<file path="config.mk">
export PLATFORM = sky130hd
export DESIGN_NAME = uart_rx_buffer
export DESIGN_NICKNAME = d
export VERILOG_FILES = /design/src/rtl/uart_rx_buffer.sv
export SDC_FILE = /design/constraint.sdc
export NUM_CORES = 1
export LEC_CHECK = 0
export ABC_AREA = 1
export CAP_MARGIN = 5
export CELL_PAD_IN_SITES_DETAIL_PLACEMENT = 2
export CELL_PAD_IN_SITES_GLOBAL_PLACEMENT = 2
export CORE_ASPECT_RATIO = 0.6
export CORE_MARGIN = 2
export CORE_UTILIZATION = 45
export DETAILED_ROUTE_END_ITERATION = 6
export GPL_ROUTABILITY_DRIVEN = 0
export HOLD_SLACK_MARGIN = 0.03
export PLACE_DENSITY_LB_ADDON = 0.1
export SLEW_MARGIN = 20
export SYNTH_ARGS = -nofsm -noshare
export SYNTH_HDL_FRONTEND = slang
export SYNTH_SLANG_ARGS = --single-unit
</file>
<file path="constraint.sdc">
create_clock -name clk_i -period 4.3 [get_ports clk_i]
set_input_delay 0.86 -clock clk_i [delete_from_list [all_inputs] [get_ports clk_i]]
set_output_delay 0.86 -clock clk_i [all_outputs]
set_load 0.005 [all_outputs]
</file>
<file path="src/rtl/uart_rx_buffer.sv">
// uart_rx_buffer
// Receive-side elastic buffer between the UART receiver and the CPU register
// interface. Completed bytes and their framing-error flags go into a FIFO.
// The oldest entry is presented first-word-fall-through on the read path.
// The rts line is driven with occupancy hysteresis, and a sticky overrun flag
// records bytes that arrive while the FIFO is full.
//
// Ports:
//   clk_i        system clock, rising edge
//   rst_i        synchronous reset, active-low
//   rst_soft_i   synchronous flush (SOFTRESET), active-high
//   en_i         receive enable; when low, pushes are dropped and rts_o is low
//   push_i       byte-complete strobe from the receiver
//   push_data_i  received byte
//   push_ferr_i  framing error for that byte
//   pop_i        RXDATA read strobe
//   pop_data_o   head byte (fall-through)
//   pop_ferr_o   framing flag of the head entry
//   ready_o      FIFO non-empty
//   level_o      occupancy, 0..DEPTH
//   overrun_o    sticky overrun flag
//   clr_ovr_i    clears overrun_o
//   rts_o        ready-to-send towards the remote transmitter
module uart_rx_buffer #(
    parameter int ADDR_W  = 4,
    parameter int RTS_OFF = 12,
    parameter int RTS_ON  = 8
) (
    input  logic              clk_i,
    input  logic              rst_i,
    input  logic              rst_soft_i,
    input  logic              en_i,
    input  logic              push_i,
    input  logic [7:0]        push_data_i,
    input  logic              push_ferr_i,
    input  logic              pop_i,
    output logic [7:0]        pop_data_o,
    output logic              pop_ferr_o,
    output logic              ready_o,
    output logic [ADDR_W:0]   level_o,
    output logic              overrun_o,
    input  logic              clr_ovr_i,
    output logic              rts_o
);

    localparam int              DEPTH   = 1 << ADDR_W;
    localparam logic [ADDR_W:0] DEPTH_C = (ADDR_W+1)'(DEPTH);
    localparam logic [ADDR_W:0] OFF_C   = (ADDR_W+1)'(RTS_OFF);
    localparam logic [ADDR_W:0] ON_C    = (ADDR_W+1)'(RTS_ON);

    logic [8:0]        mem [DEPTH];
    logic [ADDR_W-1:0] wr_ptr;
    logic [ADDR_W-1:0] rd_ptr;
    logic [ADDR_W:0]   count;
    logic              overrun;
    logic              rx_ok;
    logic              rts;

    logic              full;
    logic              empty;
    logic              pop_acc;
    logic              push_acc;
    logic              ovr_set;
    logic [ADDR_W:0]   count_nxt;
    logic              rx_ok_nxt;
    logic              flush;

    always_comb begin
        flush     = !rst_i || rst_soft_i;
        full      = (count == DEPTH_C);
        empty     = (count == '0);
        pop_acc   = pop_i && !empty;
        // A full FIFO still takes a byte when a read frees the head slot this cycle.
        push_acc  = push_i && en_i && (!full || pop_acc);
        ovr_set   = push_i && en_i && full && !pop_i;

        count_nxt = count;
        case ({push_acc, pop_acc})
            2'b10:   count_nxt = count + 1'b1;
            2'b01:   count_nxt = count - 1'b1;
            default: count_nxt = count;
        endcase

        // Hysteresis is evaluated on the next-cycle count so rts moves on the
        // same edge that the occupancy crosses a threshold.
        rx_ok_nxt = rx_ok;
        if (count_nxt >= OFF_C) begin
            rx_ok_nxt = 1'b0;
        end else if (count_nxt <= ON_C) begin
            rx_ok_nxt = 1'b1;
        end
    end

    always_ff @(posedge clk_i) begin
        if (flush) begin
            wr_ptr  <= '0;
            rd_ptr  <= '0;
            count   <= '0;
            overrun <= 1'b0;
            rx_ok   <= 1'b1;
            rts     <= 1'b0;
        end else begin
            if (push_acc) begin
                wr_ptr <= wr_ptr + 1'b1;
            end
            if (pop_acc) begin
                rd_ptr <= rd_ptr + 1'b1;
            end
            count   <= count_nxt;
            overrun <= ovr_set || (overrun && !clr_ovr_i);
            rx_ok   <= rx_ok_nxt;
            rts     <= en_i && rx_ok_nxt;
        end
    end

    // Storage is not cleared by reset or flush; only the pointers are.
    always_ff @(posedge clk_i) begin
        if (!flush && push_acc) begin
            mem[wr_ptr] <= {push_ferr_i, push_data_i};
        end
    end

    assign pop_data_o = mem[rd_ptr][7:0];
    assign pop_ferr_o = mem[rd_ptr][8];
    assign ready_o    = !empty;
    assign level_o    = count;
    assign overrun_o  = overrun;
    assign rts_o      = rts;

endmodule

</file>
==> results.md, run 1 <==
Outcome:
- The run finished with clean final reports.

Finish:
- The post-route netlist has a little under an eighth of its cells at a drive strength greater than 1.
- The antenna diode count is 0.
- The post-route cell area is between 8000 and 9000 µm².
- The final layout contains between 600 and 700 nets.
- The non-filler instance count after layout is about 800.
- The number of filler instances in the final layout is 1390.
- Relative to the synthesized area, the layout overhead comes to 17.3%.
- The area used by multi-input combinational logic is about 1800 µm².
- In the final layout, flip-flops and latches occupy 4730 µm².

GRT:
- The wire length of the first global-routing pass is around 34000 µm.
- For this run the aggregate overflow at the end of global routing stands at 0.
- Across every metal layer, demand over resource in global routing totals 30.4%.
- The via count of the first global-routing pass is roughly 5.2k.
- The number of antenna violations at the first check in global routing is 1.
- The largest net degree at the start of global routing is between 40 and 50.

Floorplan:
- The die span in y is 99.8 µm.
- The row count is 34.
- The die covers 16300 µm².
- The area of the core region is 14700 µm².
- The die span in x is 164 µm.
- The initial core utilization is 46.7%.
- The count of boundary I/O pins is 33.

Power:
- The switching portion of total power is 24.7%.
- Total power for the finished layout comes to about 3.5 mW.
- The total power divided by cell area is between 400 and 500 nW/µm².
- The net switching power is between 0.8 and 0.9 mW.
- The sequential power share is 49.6%.
- The worst-case IR drop observed on VDD is between 0.0002 and 0.0003 V.
- The leakage power is approximately 2.8 nW.
- The proportion of power drawn by combinational gates is 7.0%.
- The clock network fraction of design power is between 40% and 50%.
- The internal power contribution is between 2 and 3 mW.

Synthesis:
- The share of flip-flops with an asynchronous set or reset is 0%.
- Summed over all instances, the cell type with the most area after synthesis is edfxtp_1.
- By area the synthesized netlist is led by edfxtp_1 (63%), dfxtp_1 (5.8%), mux2i_1 (5.2%).
- The number of cells produced by synthesis is 551.
- In this run the biggest area consumer among cell types represents around 63% of the synthesized area.
- By instance count, the leading cell after synthesis is edfxtp_1.
- The number of nets produced by synthesis is 573.
- The part of the Yosys area used for sequential elements is just under 70%.
- The post-synthesis instance area is 6880 µm².
- The Yosys step of the flow raised 0 warnings.
- The mean cell area of the mapped netlist is approximately 12 µm².
- Sorting the synthesized cells by how often they occur yields edfxtp_1 (144), inv_1 (64), o21ai_0 (49).
- The number of flops mapped to enable cells by yosys is roughly 140.
- The synthesized design contains 164 register bits.
- The dominant synthesized flop cell is edfxtp_1.
- The count of distinct cell types in the synthesized netlist is 26.

Placed design:
- Input and output buffers added on the ports amount to 32.
- Once placement finished, the instance area stood at between 7000 and 8000 µm².
- The total half-perimeter wirelength after legalization and detailed placement is between 15000 and 20000 µm.
- Counting tap cells, the placed design contains a total of about 770 instances.

Clock tree:
- The clock latency on the worst-skew pair is 430 ps.
- The clock tree synthesis step divided the H-tree into 4 levels.
- Post-CTS timing repair inserted 0 buffers for setup.
- In this run the clock root is driven by a clkbuf_16.
- Clock tree synthesis inserted a total of 17 buffers.
- The TritonCTS clock tree is yes.
- After clock tree synthesis, the repair step resized 0 gates.
- Counting every sink on the clock net gives about 160.
- After clock tree synthesis, the flow added hold-fix buffers numbering 0.
- The longest clock path from root to sink contains 2 buffers.
- After clock tree synthesis, the clock-pin slew on the worst setup and hold paths is around 70 ps.

STA:
- The sum of negative setup slack is 0 ps.
- At the pin with the least slew margin, the transition time is ~1100 ps.
- The maximum clock rate is ~0.26 GHz.
- The final critical path takes up around 88% of the cycle.
- The hold violation count in the final report is 0.
- The relative slew slack is 29.1%.
- The clock arrives with roughly 11 ps of skew.
- Setup violations remaining at the end of the flow were counted as 0.
- The tightest hold path in the finished design has a slack of around 470 ps.
- The clock period could shrink to around 3800 ps.
- Setup repair after global routing left no endpoint under its margin.
- The number of pins exceeding their max-slew limit in the final report is 0.

Drt:
- The first routing iteration left 429 violations.
- The post-detailed-routing wire length is roughly 23000 µm.
- The first detailed-routing pass took 5 iterations.
- Dividing the detail-routed wire length by the instance count gives roughly 29 µm.
- In the routed design, unresolved DRC markers number 0.
- The via count is roughly 4.7k.
- In this run the remaining antenna-violating nets after routing total 0.
- The average vias per placed instance is 5.87.

Critical path:
- The critical path capture point type is an output port.
- The largest fanout on the critical path is 21.
- At the worst endpoint, the required time is approximately 3400 ps.
- The path type of the worst setup path is reg2out.
- The critical path startpoint category is a flop.
- The data arrival time at the worst-slack endpoint is 2940 ps.

Worst hold path:
- The tightest min-delay check is of the reg2reg type.

Flow run:
- The tool flagged a number of max-cap violations equal to 0.
[cell type report]
| type | instances | area share [%] |
|---|---|---|
| clock inverters | 13 | 1.74 |
| multi-input cells | 292 | 22.2 |
| inverters | 71 | 3.30 |
| clock buffers | 19 | 5.49 |
| repair buffers | 48 | 5.62 |
| well taps | 198 | 3.07 |
| flip-flops and latches | 164 | 58.6 |
[per-stage QoR]
step	setup WS, ps	utilization [%]
3_3_place_gp	1060	50.8
4_1_cts	489	54.8
6_report	496	54.8
3_5_place_dp	895	50.8
2_1_floorplan	1830	-
5_1_grt	380	54.8
[power by group through the flow]
stage          registers (mW)  clock network, mW  logic [mW]
5_1_grt                  1.75               1.60       0.265
6_report                 1.75               1.53       0.246
4_1_cts                  1.75               1.54       0.245
3_5_place_dp             1.79                  0       0.238
3_3_place_gp             1.78                  0       0.223
2_1_floorplan            1.78                  0       0.126
[flip-flops by register name (all words and copies together) (netlist names), named ones only]
register,cells
overrun_o,1
rx_ok,1
rd_ptr,4
mem,144
wr_ptr,4
rts_o,1
level_o,5
[worst paths after layout]
path                    from       endpoint  slack [ps]  cells after the start
setup / recovery        flop  pop_data_o[3]         500                      6
hold / removal     overrun_o      overrun_o         470                      2
setup reg to reg  level_o[2]      mem[8][5]        1810                      6
hold reg to reg    overrun_o      overrun_o         470                      2
[critical path: stages (launching register included)]
cell and delay, ps:
dfxtp_1 370, clkinv_1 630, buf_4 470, o211ai_1 290, nand3_1 130, nand2_1 100
clkdlybuf4s50_1 510
[logic make-up (layout without fill, tap and decap cells)]
family	count (synthesis)	in the layout	synth area share [%]
AO/OA/AOI/OAI	130	130	10.8
adder cells (fa/ha/maj)	6	6	1.09
buffers and inverters	95	151	5.33
flip-flops	164	164	68.7
multiplexers	36	36	5.24
AND/OR/NAND/NOR	120	120	8.88
[routing by layer]
metal  vias up  GRT usage [%]  part of all wire (%)
met5         -              0                     0
met4         0           7.56                   1.3
met3        25           5.67                   6.0
met2       167           49.3                    48
met1      2465           42.8                    45
li1       2069              -                     -
[placed cells by master (no fill, tap or decap), drive strengths merged]
master         instances
a21oi                 45
buf                   16
bufinv                 1
clkbuf                19
clkdlybuf4s50         32
clkinv                 5
clkinvlp               2
dfxtp                 20
edfxtp               144
ha                     6
inv                   76
mux2i                 36
nand2                 53
nand3                 30
nand3b                 1
nand4                  5
nor2                  23
nor3                   8
o211ai                36
o21ai                 49
(Power assumes the default switching activity.)
==> run 2, diff against run 1 <==
Settings changed: CORE_UTILIZATION 45 to 42.
Clock period 4.3 ns to 3.75 ns, I/O delays scaled along.
==> run 2 against run 1 <==
Against the previous run: global-route usage decreased by 6.1 points; via count decreased by 4.5%; combinational power increased by 5%; critical path depth unchanged; sequential share of layout area decreased by 0.51 points; utilization decreased by 4.3 points; final cell count increased by 2.5%; count of clock-buffer cells in the layout decreased by 1.
==> results.md, run 2 (synthesis gave the netlist of run 1 again) <==
Critical path:
- The required time of the worst setup path is 3000 ps (-440 ps).
- The largest fanout on the critical path came to 45 (+110%).
- In this run the critical register-to-register path is captured at rx_ok.
- The register-to-register path setup slack is 1560 ps (-250 ps).
- The critical path capture point type is an output port.
- The worst setup path is of the reg2out kind.
- STA classifies the critical path startpoint as a flop.
- The data arrival time at the worst-slack endpoint is 2600 ps (-340 ps).
- In this run the critical register-to-register path is launched from level_o[2].
- The cell count of the worst reg-to-reg path is 17 (+11).

Floorplan:
- The count of boundary I/O pins is 33 (unchanged).
- The row count is 36 (+5.9%).
- The total die area is 17400 µm² (+6.9%).
- The die span in y is 103 µm (+3.4%).
- The initial core utilization was 42.7% (-4.1 points).
- The area of the core region is 16100 µm² (+9.6%).
- The die span in x is 169 µm (+3.4%).

Drt:
- The via count was 4511 (-4.5%).
- The number of design rule violations left after detail routing is 0 (unchanged).
- The detail-routed net length per standard cell came to 24.4 µm (-15%).
- The starting DRC count in detailed routing is 276 (-36%).
- The remaining number of nets flagged by the antenna check after routing is 0 (unchanged).
- The post-detailed-routing wire length is 20100 µm (-13%).
- The average vias per placed instance is 5.47 (-6.9%).
- The number of detailed-routing iterations run before antenna repair was 5 (unchanged).

STA:
- The maximum clock rate is around 0.30 GHz.
- The clock period minus worst slack is between 3000 and 4000 ps.
- The relative slew slack came to 51.9% (+23 points).
- The number of pins exceeding their max-slew limit in the final report is 0 (unchanged).
- Setup repair after global routing left no endpoint under its margin.
- The hold violation count in the final report is 0 (unchanged).
- The actual slew at the worst max-slew pin is 719 ps (-340 ps).
- Of the available clock period, the critical path in the final layout requires 89.4%.
- The final clock skew is 15.2 ps (+4.58 ps).
- The count of final setup violators is 0 (unchanged).
- The sum of negative setup slack is 0 ps (unchanged).

Flow run:
- The max-cap violation count came to 0 (unchanged).

Power:
- The leakage power is 2.85 nW (+1.7%).
- The peak supply drop came to 0.000253 V (-3.2%).
- The total power divided by cell area was 489 nW/µm² (+12%).

Finish:
- The ratio of cells with drive above 1 in the final layout is 13.1% (+1.3 points).
- From synthesis to final layout, the design area changed by 18.3%.
- The library cells used most frequently in the layout, excluding fill and tap cells, are edfxtp_1 (144), inv_1 (64), o21ai_0 (49).
- The number of nets in the final layout is 625 (+1.5%).
- The antenna diode count is 0 (unchanged).
- The flip-flop count of the largest register after layout was 144 (unchanged).
- The register with the highest flop count is mem.
- The library cell used most frequently in the layout, excluding fill and tap cells, is edfxtp_1.
- The number of filler instances in the final layout came to 1575 (+13%).
- The post-route core utilization is 50.5% (-4.3 points).

Worst hold path:
- The start point of the worst hold path is overrun_o.
- The worst min-delay path category is reg2reg.
- For hold timing, the worst endpoint is overrun_o.
- The hold-critical path depth is 2 (unchanged).

GRT:
- The overall global routing resource usage was 24.3% (-6.1 points).
- The number of antenna violations at the first check in global routing is 0 (-1).
- The wire length of the first global-routing pass is 30300 µm (-12%).
- The via count of the first global-routing pass is 4907 (-5.7%).
- The total overflow reported by the global router came to 0 (unchanged).
- The largest net degree at the start of global routing was 46 (+9.5%).

Placed design:
- The number of port buffers is 32 (unchanged).
- The total half-perimeter wirelength after legalization and detailed placement was 13500 µm (-12%).

Clock tree:
- The post-CTS resize count was 0 (unchanged).
- The number of buffers inserted during clock tree synthesis is 17 (unchanged).
- The hold-fix buffer count after cts came to 0 (unchanged).
- The clock sink count came to 164 (unchanged).
- The number of buffers inserted by post-CTS setup repair is 0 (unchanged).
- The clock latency on the worst-skew pair is 420 ps (about the same).
- The count of H-tree levels built during CTS is 4 (unchanged).
- The tree is rooted in a clkbuf_16.
- The worst-case clock buffer depth is 2 (unchanged).
- The clock edge transition at the registers on the reported setup and hold paths is 60 ps (about the same).
- TritonCTS built the clock tree.

Outcome:
- The flow ran to the end, and the final reports show no timing, DRC or antenna violations.
[run 2: per-layer routing]
layer | share of wire (%) | global-route usage [%]
met5 | 0 | 0
met1 | 46 | 33.0
met2 | 50 | 42.1
met3 | 3.8 | 3.53
met4 | 0.59 | 6.05
[run 2: worst max path at each step]
stage               slack (ps)  depth (start not counted)       endpoint  startpoint
floorplan                 1390                          6     mem[13][0]      push_i
global placement           910                          6  pop_data_o[2]        flop
detailed placement         830                          6  pop_data_o[4]        flop
CTS                        360                          7  pop_data_o[4]        flop
global route               240                          7  pop_data_o[5]        flop
finish                     400                          6  pop_data_o[4]        flop
[run 2: worst max-delay path, stage by stage, from the launching register on]
cell	delay, ps
dfxtp_4	730
buf_4	360
mux2i_1	110
o211ai_1	220
nand3_1	130
nand2_1	110
clkdlybuf4s50_1	500
[run 2: power breakdown]
| part | switching (mW) | total [mW] | internal [mW] |
|---|---|---|---|
| Clock | 0.776 | 1.71 | 0.938 |
| Combinational | 0.161 | 0.259 | 0.0977 |
| Sequential | 0.0167 | 2.01 | 1.99 |
| Total | 0.954 | 3.98 | 3.03 |
[run 2: area by class of cell]
| class | instances | area, µm² | area share (%) |
|---|---|---|---|
| flip-flops and latches | 164 | 4730 | 58.1 |
| repair buffers | 57 | 520 | 6.40 |
| well taps | 209 | 262 | 3.21 |
| clock inverters | 14 | 144 | 1.77 |
| inverters | 71 | 267 | 3.28 |
| clock buffers | 18 | 429 | 5.27 |
| multi-input cells | 292 | 1790 | 22.0 |
[run 2: metrics by stage]
step	worst slack, ps	cell area (µm²)	std cells	power [mW]	hold slack [ps]
finish	396	8140	825	3.98	469
global placement	911	7560	793	2.29	449
detailed placement	832	7560	793	2.31	465
global route	242	8140	825	4.12	503
floorplan	1390	6880	551	2.18	436
CTS	360	8140	825	4.01	477
